--- src/rtl/pipeline_stall_ctrl_pkg.sv ---
// Shared pipeline definitions: stall-FSM state encoding, default mul/div
// latency and the forwarding-unit select codes.
package pipeline_stall_ctrl_pkg;

   typedef enum logic {
      RUN     = 1'b0,
      MD_WAIT = 1'b1
   } state_t;

   localparam int MD_CYCLES_DEFAULT = 8;

   typedef enum logic [1:0] {
      FWD_ID_EX  = 2'b00,
      FWD_MEM_WB = 2'b01,
      FWD_EX_MEM = 2'b10
   } fwd_sel_t;

endpackage

--- src/rtl/pipeline_stall_ctrl_load_use.sv ---
// Combinational load-use comparator between the EX load destination and the
// ID source registers; register 0 never creates a hazard.
module load_use_detect
   (
      input  logic [4:0] id_rs,
      input  logic [4:0] id_rt,
      input  logic       id_uses_rs,
      input  logic       id_uses_rt,
      input  logic       ex_mem_read,
      input  logic [4:0] ex_reg,
      output logic       hazard
   );

   logic rs_match;
   logic rt_match;

   assign rs_match = id_uses_rs && (ex_reg == id_rs);
   assign rt_match = id_uses_rt && (ex_reg == id_rt);
   assign hazard   = ex_mem_read && (ex_reg != 5'd0) && (rs_match || rt_match);

endmodule

--- src/rtl/pipeline_stall_ctrl.sv ---
// Pipeline hazard/stall controller: load-use bubble, branch flush, optional
// multi-cycle mul/div stall (macro MULDIV_STALL_EN) and saturating stall counter.
module pipeline_stall_ctrl
   import pipeline_stall_ctrl_pkg::*;
   #(
      parameter int MD_CYCLES = MD_CYCLES_DEFAULT
   )
   (
      input  logic        Clk,
      input  logic        Rst_n,
      input  logic [4:0]  ID_rs,
      input  logic [4:0]  ID_rt,
      input  logic        ID_UsesRs,
      input  logic        ID_UsesRt,
      input  logic        EX_MemRead,
      input  logic [4:0]  EX_Reg,
      input  logic        EX_BrTaken,
      input  logic        EX_MulDiv,
      input  logic        Cnt_Clr,
      output logic        PC_Wr,
      output logic        IFID_Wr,
      output logic        IDEX_Wr,
      output logic        IFID_Flush,
      output logic        IDEX_Flush,
      output logic        EXMEM_Flush,
      output logic        MD_Busy,
      output logic [15:0] Stall_Cnt
   );

   logic        load_use;
   logic        md_stall;
   logic [15:0] stall_cnt_reg;

   load_use_detect u_load_use (
      .id_rs       (ID_rs),
      .id_rt       (ID_rt),
      .id_uses_rs  (ID_UsesRs),
      .id_uses_rt  (ID_UsesRt),
      .ex_mem_read (EX_MemRead),
      .ex_reg      (EX_Reg),
      .hazard      (load_use)
   );

`ifdef MULDIV_STALL_EN
   // The issue cycle is stalled too, so MD_WAIT only needs MD_CYCLES-2 more.
   localparam logic [3:0] MD_LOAD = 4'(MD_CYCLES - 2);

   state_t     state_reg, state_next;
   logic [3:0] md_cnt_reg, md_cnt_next;

   always_ff @(posedge Clk or negedge Rst_n) begin
      if (!Rst_n) begin
         state_reg  <= RUN;
         md_cnt_reg <= 4'd0;
      end else begin
         state_reg  <= state_next;
         md_cnt_reg <= md_cnt_next;
      end
   end

   always_comb begin
      state_next  = state_reg;
      md_cnt_next = md_cnt_reg;
      md_stall    = 1'b0;
      if (state_reg == RUN) begin
         if (EX_MulDiv) begin
            md_stall    = 1'b1;
            md_cnt_next = MD_LOAD;
            state_next  = MD_WAIT;
         end
      end else if (md_cnt_reg != 4'd0) begin
         md_stall    = 1'b1;
         md_cnt_next = md_cnt_reg - 4'd1;
      end else begin
         state_next = RUN;
      end
   end

   assign MD_Busy = (state_reg == MD_WAIT);
`else
   logic unused_muldiv;

   assign unused_muldiv = ^{EX_MulDiv, 4'(MD_CYCLES)};
   assign md_stall      = 1'b0;
   assign MD_Busy       = 1'b0;
`endif

   // Priority: mul/div stall, then taken branch (wrong-path load-use ignored), then load-use.
   always_comb begin
      PC_Wr       = 1'b1;
      IFID_Wr     = 1'b1;
      IDEX_Wr     = 1'b1;
      IFID_Flush  = 1'b0;
      IDEX_Flush  = 1'b0;
      EXMEM_Flush = 1'b0;
      if (md_stall) begin
         PC_Wr       = 1'b0;
         IFID_Wr     = 1'b0;
         IDEX_Wr     = 1'b0;
         EXMEM_Flush = 1'b1;
      end else if (EX_BrTaken) begin
         IFID_Flush = 1'b1;
         IDEX_Flush = 1'b1;
      end else if (load_use) begin
         PC_Wr      = 1'b0;
         IFID_Wr    = 1'b0;
         IDEX_Flush = 1'b1;
      end
   end

   always_ff @(posedge Clk or negedge Rst_n) begin
      if (!Rst_n) begin
         stall_cnt_reg <= 16'd0;
      end else if (Cnt_Clr) begin
         stall_cnt_reg <= 16'd0;
      end else if (!PC_Wr && (stall_cnt_reg != 16'hFFFF)) begin
         stall_cnt_reg <= stall_cnt_reg + 16'd1;
      end
   end

   assign Stall_Cnt = stall_cnt_reg;

endmodule

--- config.mk ---
export PLATFORM = sky130hd
export DESIGN_NAME = pipeline_stall_ctrl
export DESIGN_NICKNAME = d
export VERILOG_FILES = /design/src/rtl/pipeline_stall_ctrl_pkg.sv /design/src/rtl/pipeline_stall_ctrl_load_use.sv /design/src/rtl/pipeline_stall_ctrl.sv
export SDC_FILE = /design/constraint.sdc
export NUM_CORES = 1
export LEC_CHECK = 0
export CORE_AREA = 2 2 63 50
export DETAILED_ROUTE_END_ITERATION = 10
export DIE_AREA = 0 0 65 52
export PLACE_DENSITY = 0.78
export SLEW_MARGIN = 20
export SYNTH_ARGS = -nofsm -noshare
export SYNTH_HDL_FRONTEND = slang
export SYNTH_SLANG_ARGS = --single-unit
--- constraint.sdc ---
create_clock -name Clk -period 2.3 [get_ports Clk]
set_input_delay 0.23 -clock Clk [delete_from_list [all_inputs] [get_ports Clk]]
set_output_delay 0.23 -clock Clk [all_outputs]
set_load 0.02 [all_outputs]
# [Yosys cells after proc, flatten, opt, wreduce, memory -nomap -nowiden]
# Index checks and enable logic that the tools add are counted.
[word_totals] reg_bits=16 input_bits=23 output_inout_bits=23 wordCells=21
[op_classes] addsub=1 n_eq_ne=3 n_mux=7 n_reduce_logical=9
[op_table] op="$mux 16" n=2
[op_table] op="$add 16x1->16 const B" n=1
[op_table] op="$ne 16x16->1 const B" n=1
[op_table] op="$eq 5x5->1" n=2
[op_table] op="$logic_and 1x1->1" n=5
[op_table] op="$mux 1" n=5
[op_table] op="$reduce_bool 5->1" n=1
[op_table] op="$reduce_bool 2->1" n=1
[op_table] op="$logic_not 1->1" n=1
[op_table] op="$logic_or 1x1->1" n=1

# [Longest topological paths before layout]
# Gate-level depths: netlist (run 1).
[logic_depth] ltp_word=10 depth_mapped=7 depth_no_buf=7

# [Cells and area by module]
# From an unflattened synthesis (run 1), not the netlist that was laid out.
[unflattened] hier_cells=120 area_unflattened_um2=1121.1
[by_module_without_submodules] mod="pipeline_stall_ctrl" instances=1 cells_per_inst=103 area_each_um2=987.2 seq_area_each_um2=400.4
[by_module_without_submodules] mod="load_use_detect" instances=1 cells_per_inst=17 area_each_um2=133.9 seq_area_each_um2=0.0

# [Worst setup path before layout (run 1)]
# OpenSTA, ideal clock, no wires.
[synth_timing] path_type="reg2reg" startpoint="register stall_cnt_reg[0] (netlist: Stall_Cnt[0])" endpoint="register stall_cnt_reg[1] (netlist: Stall_Cnt[1])" setup_ns=0.132 t_arrival_ns=1.858 required_time_ns=2.168 slack_ns=0.310 path_stages_with_launch=8 n_path_buf=0 synth_period_minus_slack_ns=1.990 path_cell_list="dfrtp_1 -> ha_1 -> nand4_1 -> nor4_4 -> nand2_1 -> nand3_2 -> mux2i_1 -> nor2_1"
[synth_between] elab_chain_len=3 word_cells_on_any_way=6 cone_classes="1 x add/sub; 1 x eq/ne; 2 x mux; 2 x reduce/logical"
[synth_lines] element="from (decl)" line_no="pipeline_stall_ctrl.sv:32" rtl="logic [15:0] stall_cnt_reg;"
[synth_lines] element="from (signal assigned)" line_no="pipeline_stall_ctrl.sv:117" rtl="stall_cnt_reg <= stall_cnt_reg + 16'd1;"
[synth_lines] element="$add 16x1->16 / $ne 16x16->1 (equally long branches)" line_no="pipeline_stall_ctrl.sv:117, pipeline_stall_ctrl.sv:116"
[synth_lines] element="$mux 16 / $logic_and 1x1->1 (equally long branches)" line_no="pipeline_stall_ctrl.sv:116" rtl="end else if (!PC_Wr && (stall_cnt_reg != 16'hFFFF)) begin"
[synth_lines] element="$mux 16 / $reduce_bool 2->1 (equally long branches)"
# Several ways; a longest one is shown, not always the timed one. The select of a mux whose other input is x is not followed.
# A chain may end at the register's enable or synchronous reset.

# [Final worst setup path (run 1)]
[layout_timing] startpoint="input port EX_Reg[1]" endpoint="output port IDEX_Flush"
[layout_between] elab_chain_len=6 word_cells_on_any_way=10 cone_classes="2 x eq/ne; 2 x mux; 6 x reduce/logical"
[layout_lines] element="from (decl)" line_no="pipeline_stall_ctrl.sv:16" rtl="input logic [4:0] EX_Reg,"
[layout_lines] element="$eq 5x5->1, on equally long branches" line_no="pipeline_stall_ctrl_load_use.sv:17, pipeline_stall_ctrl_load_use.sv:18"
[layout_lines] element="$logic_and 1x1->1, on equally long branches" line_no="pipeline_stall_ctrl_load_use.sv:17, pipeline_stall_ctrl_load_use.sv:18"
[layout_lines] element="$logic_or 1x1->1" line_no="pipeline_stall_ctrl_load_use.sv:19" rtl="assign hazard = ex_mem_read && (ex_reg != 5'd0) && (rs_match || rt_match);"
[layout_lines] element="$logic_and 1x1->1 *" line_no="pipeline_stall_ctrl_load_use.sv:19"
[layout_lines] element="$mux 1 *" line_no="pipeline_stall_ctrl.sv:104" rtl="end else if (load_use) begin"
[layout_lines] element="$mux 1 *" line_no="pipeline_stall_ctrl.sv:101" rtl="end else if (EX_BrTaken) begin"
[layout_lines] element="to (decl)" line_no="pipeline_stall_ctrl.sv:24" rtl="output logic IDEX_Flush,"
# Every way passes the cells marked *; elsewhere a longest branch is shown, timed or not.

==> results of run 1 <==
kinds of logic (layout without fill, tap and decap cells):
logic type | after synthesis | in the layout | share of synthesized area
DFF | 16 | 16 | 0.349
xor gates and xnor gates | 17 | 17 | 0.130
other | 2 | 3 | 0.00655
buffers and inverters | 8 | 54 | 0.0491
adders and majority gates | 1 | 1 | 0.0109
muxes | 1 | 1 | 0.00872
and+or+nand+nor | 64 | 64 | 0.330
AOI/OAI and AO/OA | 16 | 16 | 0.116
path summary, 6_finish.rpt:
path                               startpoint       endpoint  cells after the start
worst max-delay path                EX_Reg[1]     IDEX_Flush                      6
worst min-delay path                    Rst_n   Stall_Cnt[6]                      1
worst max register to register   Stall_Cnt[0]   Stall_Cnt[1]                      7
worst min register to register  Stall_Cnt[14]  Stall_Cnt[14]                      1
max in group asynchronous               Rst_n   Stall_Cnt[3]                      1
min in group Clk                Stall_Cnt[14]  Stall_Cnt[14]                      1
per-layer routing:
metal | vias up | share of wire
met1 | 525 | 0.47
met3 | 0 | 0.052
met4 | 0 | 0
met2 | 29 | 0.48
li1 | 531 | -
met5 | - | 0
critical path: stages:
cell and delay (ns):
clkdlybuf4s50_1 0.43, or4_4 0.56, o21ai_4 0.18, nand2b_1 0.13, nand2b_1 0.06, dlygate4sd2_1 0.32
stage by stage:
step,util,power [mW],setup WS [ns]
floorplan,-,0.336,0.310
global placement,0.584,0.397,-0.0473
detailed placement,0.584,0.400,-0.0587
CTS,0.598,0.604,0.170
global route,0.598,0.628,0.0458
finish,0.598,0.599,0.161
repair_timing:
action | CTS | global route
gates resized for setup | 3 | 0
setup endpoints to repair | 3 | 0
hold buffers | 0 | 0
synth_stat cells, types with 2 or more instances:
library cell | number | area share
or4_1 | 2 | 0.013
nand3_1 | 4 | 0.017
a21oi_1 | 5 | 0.022
clkbuf_1 | 2 | 0.0065
nand4_2 | 2 | 0.022
dfrtp_1 | 16 | 0.35
nor2b_1 | 2 | 0.011
nand4_1 | 7 | 0.038
nand2_1 | 17 | 0.056
buf_4 | 5 | 0.033
nand2b_1 | 2 | 0.011
nor2_1 | 11 | 0.036
or3_1 | 4 | 0.022
conb_1 | 2 | 0.0065
and3_1 | 3 | 0.016
nor3_1 | 2 | 0.0087
o21ai_0 | 5 | 0.022
xnor2_1 | 10 | 0.076
xor2_1 | 7 | 0.053
layout make-up:
cell class | instances | area share
Multi-Input combinational cell | 102 | 0.417
Timing Repair Buffer | 51 | 0.289
Sequential cell | 16 | 0.240
Tap cell | 38 | 0.0285
Clock buffer | 3 | 0.0248
where the power goes:
part / switching, mW / leakage (nW) / internal (mW) / total, mW
registers: 0.000343 / 0.224 / 0.282 / 0.282
clock network: 0.0897 / 0.0216 / 0.116 / 0.206
logic: 0.0499 / 0.417 / 0.0611 / 0.111
total: 0.140 / 0.662 / 0.459 / 0.599
==> flow_summary.yaml, run 1 <==
yosys:
  syn_area_per_cell_sq_um: 9.18
  ys_seq_area_frac: 0.349
  synth_seq_cells: 16
  synthArstFlopShare: 1.00
  synth_warnings: 0
  synthCells: 125
  synth_edf_count: 0
  synth_cell_type_count: 36
  syn_area_sq_um: 1150
  ys.flop_type: "dfrtp_1"
drt:
  wl_mm: 2.79
  wl_per_cell_microns: 13.3
  viasPerCell: 5.17
  antenna_left: 0
  drt-initial-drc-count: 42
  drc: 0
  drtPass1Iterations: 4
  num_vias: 1085
setup_path:
  worstPathRequired_ns: 2.07
  start_kind: "input pin"
  worst_setup_path_end_kind: "primary output"
  crit_type: "in -> out"
  r2r_slack_ns: 0.19
  crit_fanout: 3
  worstPathArrival_ns: 1.91
floorplan:
  die_h_microns: 52
  ios: 46
  initial_core_util: 0.412
  die_area_sq_um: 3380
  row_count: 17
  coreArea_sq_um: 2790
  die_x_microns: 65
global_route:
  grt_pass1_vias: 1116
  grt.total_usage: 0.190
  grt_max_degree: 17
  grt_first_pass_wirelength_mm: 4.94
  met1_usage: 0.249
  met3_usage: 0.0541
  grt_overflow: 0
  antenna_found_initial: 0
  grt_use_met2: 0.325
  top_usage_layer: "met2"
clocking:
  cts_setup_buffers: 0
  clkLatencyLatePin_ns: 0.25
  htree_levels: 1
  cts_tree: "done"
  cts.sinks: 16
  clockBufferDepth: 2
  cts-root-buf: "clkbuf_8"
  clkTransAtPathRegs_ns: 0.06
  cts_buffers: 3
pwr:
  power_density_nw_per_um2: 360
  total_leakage_power_nw: 0.662
  ir_worst_vdd_uv: 345
timing:
  min_period_ns: 2.14
  rsz0062_at_grt: "no"
  fin_skew_ns: 0.00441
  fin_crit_sh: 0.930
  holdWs_ns: 0.422
  setup-tns-final_ns: 0
  slew_headroom: 0.501
  setup_viol: 0
  hold_violations: 0
  clock.fmax_ghz: 0.468
  worst_pin_slew_ns: 0.746
  finalMaxSlewViolations: 0
final_layout:
  mostFrequentLayoutCells: "clkdlybuf4s50_1 (38), nand2_1 (17), dfrtp_1 (16), nor2_1 (11)"
  nets: 198
  antenna_cells: 0
  largest_reg_flops: 16
  fin_cells: 210
  final_common_cell: "clkdlybuf4s50_1"
  fin_area_sq_um: 1670
  syn2layout_area_growth_pct: 45.1
  multi_input_area_sq_um: 694
  fillers: 244
  seq_area_sq_um: 400
  layout-drive-gt1-share: 0.151
place:
  portBuffers: 41
  post-place-cells: 207
  dp_hpwl_mm: 2.25
  post_dp_cell_area_sq_um: 1630
  place_congestion: 0.836
outcome:
  outcome: "finished, final reports clean"
run:
  cap_violations: 0
hold_path:
  min_path_type: "in -> async"
Power figures use the tool's default switching activity.
==> run 2: changes to the inputs <==
CTS_BUF_LIST = sky130_fd_sc_hd__clkbuf_8 sky130_fd_sc_hd__clkbuf_16   (was not set)
GPL_ROUTABILITY_DRIVEN = 0   (was not set)
==> results of run 2 <==
No change in the layout: final DEF, timing and power equal those of run 1.
==> run 3: changes to the inputs <==
ABC_AREA = 1   (was not set)
CORE_AREA = 2 2 68 54   (was 2 2 63 50)
CTS_CLUSTER_SIZE = 40   (was not set)
DIE_AREA = 0 0 70 56   (was 0 0 65 52)
PLACE_DENSITY = 0.77   (was 0.78)
==> flow_summary.yaml, run 3 <==
clocking:
  cts.sinks: 16
  clockBufferDepth: 2
  cts_setup_buffers: 0
  cts_tree: "done"
  htree_levels: 1
  clkTransAtPathRegs_ns: 0.06
  cts_buffers: 3
  cts-root-buf: "clkbuf_8"
  clkLatencyLatePin_ns: 0.25
global_route:
  grt_use_met2: 0.275
  grt_overflow: 0
  met1_usage: 0.233
  grt_first_pass_wirelength_mm: 5.53
  grt_max_degree: 18
  grt.total_usage: 0.169
  antenna_found_initial: 0
  top_usage_layer: "met2"
  met3_usage: 0.0417
  grt_pass1_vias: 1251
timing:
  worst_pin_slew_ns: 0.725
  hold_violations: 0
  min_period_ns: 1.91
  fin_skew_ns: 0.000405
  rsz0062_at_grt: "no"
  fin_crit_sh: 0.830
  slew_headroom: 0.515
  setup_viol: 0
  clock.fmax_ghz: 0.524
  setup-tns-final_ns: 0
  finalMaxSlewViolations: 0
  timing.final.ws_setup_ns: 0.390
floorplan:
  row_count: 18
  coreArea_sq_um: 3200
  die_area_sq_um: 3920
  initial_core_util: 0.446
  die_x_microns: 70
  ios: 46
  die_h_microns: 56
drt:
  drc: 0
  viasPerCell: 4.65
  drt-initial-drc-count: 31
  num_vias: 1372
  wl_per_cell_microns: 11.3
  antenna_left: 0
  wl_mm: 3.34
  drtPass1Iterations: 4
final_layout:
  largest_reg_flops: 16
  antenna_cells: 0
  syn2layout_area_growth_pct: 32.8
  layout-drive-gt1-share: 0.169
  final_common_cell: "nand2_1"
  fillers: 306
  fin_area_sq_um: 1890
  nets: 280
  mostFrequentLayoutCells: "nand2_1 (56), clkdlybuf4s50_1 (38), nor2_1 (30), nand3_1 (24), nand2_2 (24)"
yosys:
  synthCells: 216
  synth_common_cells: "nand2_1 (56), nor2_1 (30), nand2_2 (24), nand3_1 (24), inv_1 (20)"
  syn_area_per_cell_sq_um: 6.60
  synth_seq_cells: 16
  synth_top_area_share: 0.281
  synth_edf_count: 0
  synth_cell_type_count: 28
  ys.flop_type: "dfrtp_1"
  synthArstFlopShare: 1.00
  synth_warnings: 0
  syn_area_sq_um: 1430
  yosysTopAreaCell: "dfrtp_1"
  synth.area.top_cells: "dfrtp_1 (28%), nand2_1 (15%), nand2_2 (11%)"
  synth.most_common_cell: "nand2_1"
  ys_seq_area_frac: 0.281
setup_path:
  r2r_slack_ns: 0.44
  worstPathArrival_ns: 1.68
  start_kind: "input pin"
  crit_fanout: 3
  crit_type: "in -> out"
  worstPathRequired_ns: 2.07
  worst_setup_path_end_kind: "primary output"
pwr:
  power_density_nw_per_um2: 371
  total_leakage_power_nw: 0.912
  ir_worst_vdd_uv: 254
outcome:
  outcome: "finished, final reports clean"
place:
  portBuffers: 41
  dp_hpwl_mm: 2.54
  post_dp_cell_area_sq_um: 1830
  post-place-ws_ns: 0.0742
hold_path:
  min_path_type: "in -> async"
run:
  cap_violations: 0
run 3: cell count changes after synthesis, moves of 7 or more:
cell,before,now
nand3_1,4,24
nand2_2,0,24
nand2_1,17,56
nor2_1,11,30
inv_1,0,20
xnor2_1,10,3
run 3: logic make-up (layout without fill, tap and decap cells):
kind of cell	count (synthesis)	count (layout)	synth area share
adder cells (fa/ha/maj)	1	1	0.00877
flip-flops	16	16	0.281
AO/OA/AOI/OAI	5	5	0.0175
AND/OR/NAND/NOR	148	148	0.510
other	2	3	0.00527
XOR/XNOR	9	9	0.0553
buffers and inverters	35	73	0.123
run 3: cell type report:
cell class | count | area (sq um) | area share
Tap cell | 40 | 50.0 | 0.0264
Inverter | 25 | 93.8 | 0.0495
Timing Repair Buffer | 44 | 440 | 0.232
Clock buffer | 4 | 55.1 | 0.0291
Sequential cell | 16 | 400 | 0.211
Multi-Input combinational cell | 166 | 855 | 0.451
run 3: timing repair:
action	CTS	global route
hold buffers	0	0
setup endpoints to repair	0	3
resized for setup	0	3
run 3: final timing paths:
kind                                  to          from  depth (start not counted)
setup reg to reg            Stall_Cnt[8]  Stall_Cnt[1]                          8
hold / removal              Stall_Cnt[4]         Rst_n                          1
hold reg to reg             Stall_Cnt[9]  Stall_Cnt[9]                          2
max in group asynchronous  Stall_Cnt[10]         Rst_n                          1
setup / recovery                 IFID_Wr     EX_Reg[1]                         11
min in group Clk            Stall_Cnt[9]  Stall_Cnt[9]                          2
run 3: report_power, final:
part	internal, mW	total (mW)	switching [mW]
clock network	0.152	0.251	0.0992
registers	0.288	0.298	0.00953
logic	0.0718	0.154	0.0818
run 3: through the flow:
step / instances / util / hold slack, ns / power (mW)
floorplan: 217 / - / -0.0656 / 0.389
global placement: 291 / 0.573 / 0.554 / 0.454
detailed placement: 291 / 0.573 / 0.567 / 0.457
CTS: 295 / 0.590 / 0.438 / 0.709
global route: 295 / 0.592 / 0.475 / 0.734
finish: 295 / 0.592 / 0.411 / 0.702
run 3: routing by layer:
| metal | vias to the layer above | wire length (microns) |
|---|---|---|
| met4 | 0 | 0 |
| met2 | 41 | 1460 |
| met3 | 0 | 227 |
| li1 | 741 | - |
| met5 | - | 0 |
| met1 | 590 | 1650 |
run 3: worst max-delay path: stages:
cell	delay [ns]
clkdlybuf4s50_1	0.52
inv_2	0.06
nand2_1	0.07
nand2_1	0.05
nor2_1	0.10
nand3_1	0.10
nand2_2	0.10
nand2_1	0.07
nor2_1	0.12
inv_1	0.06
dlymetal6s2s_1	0.20
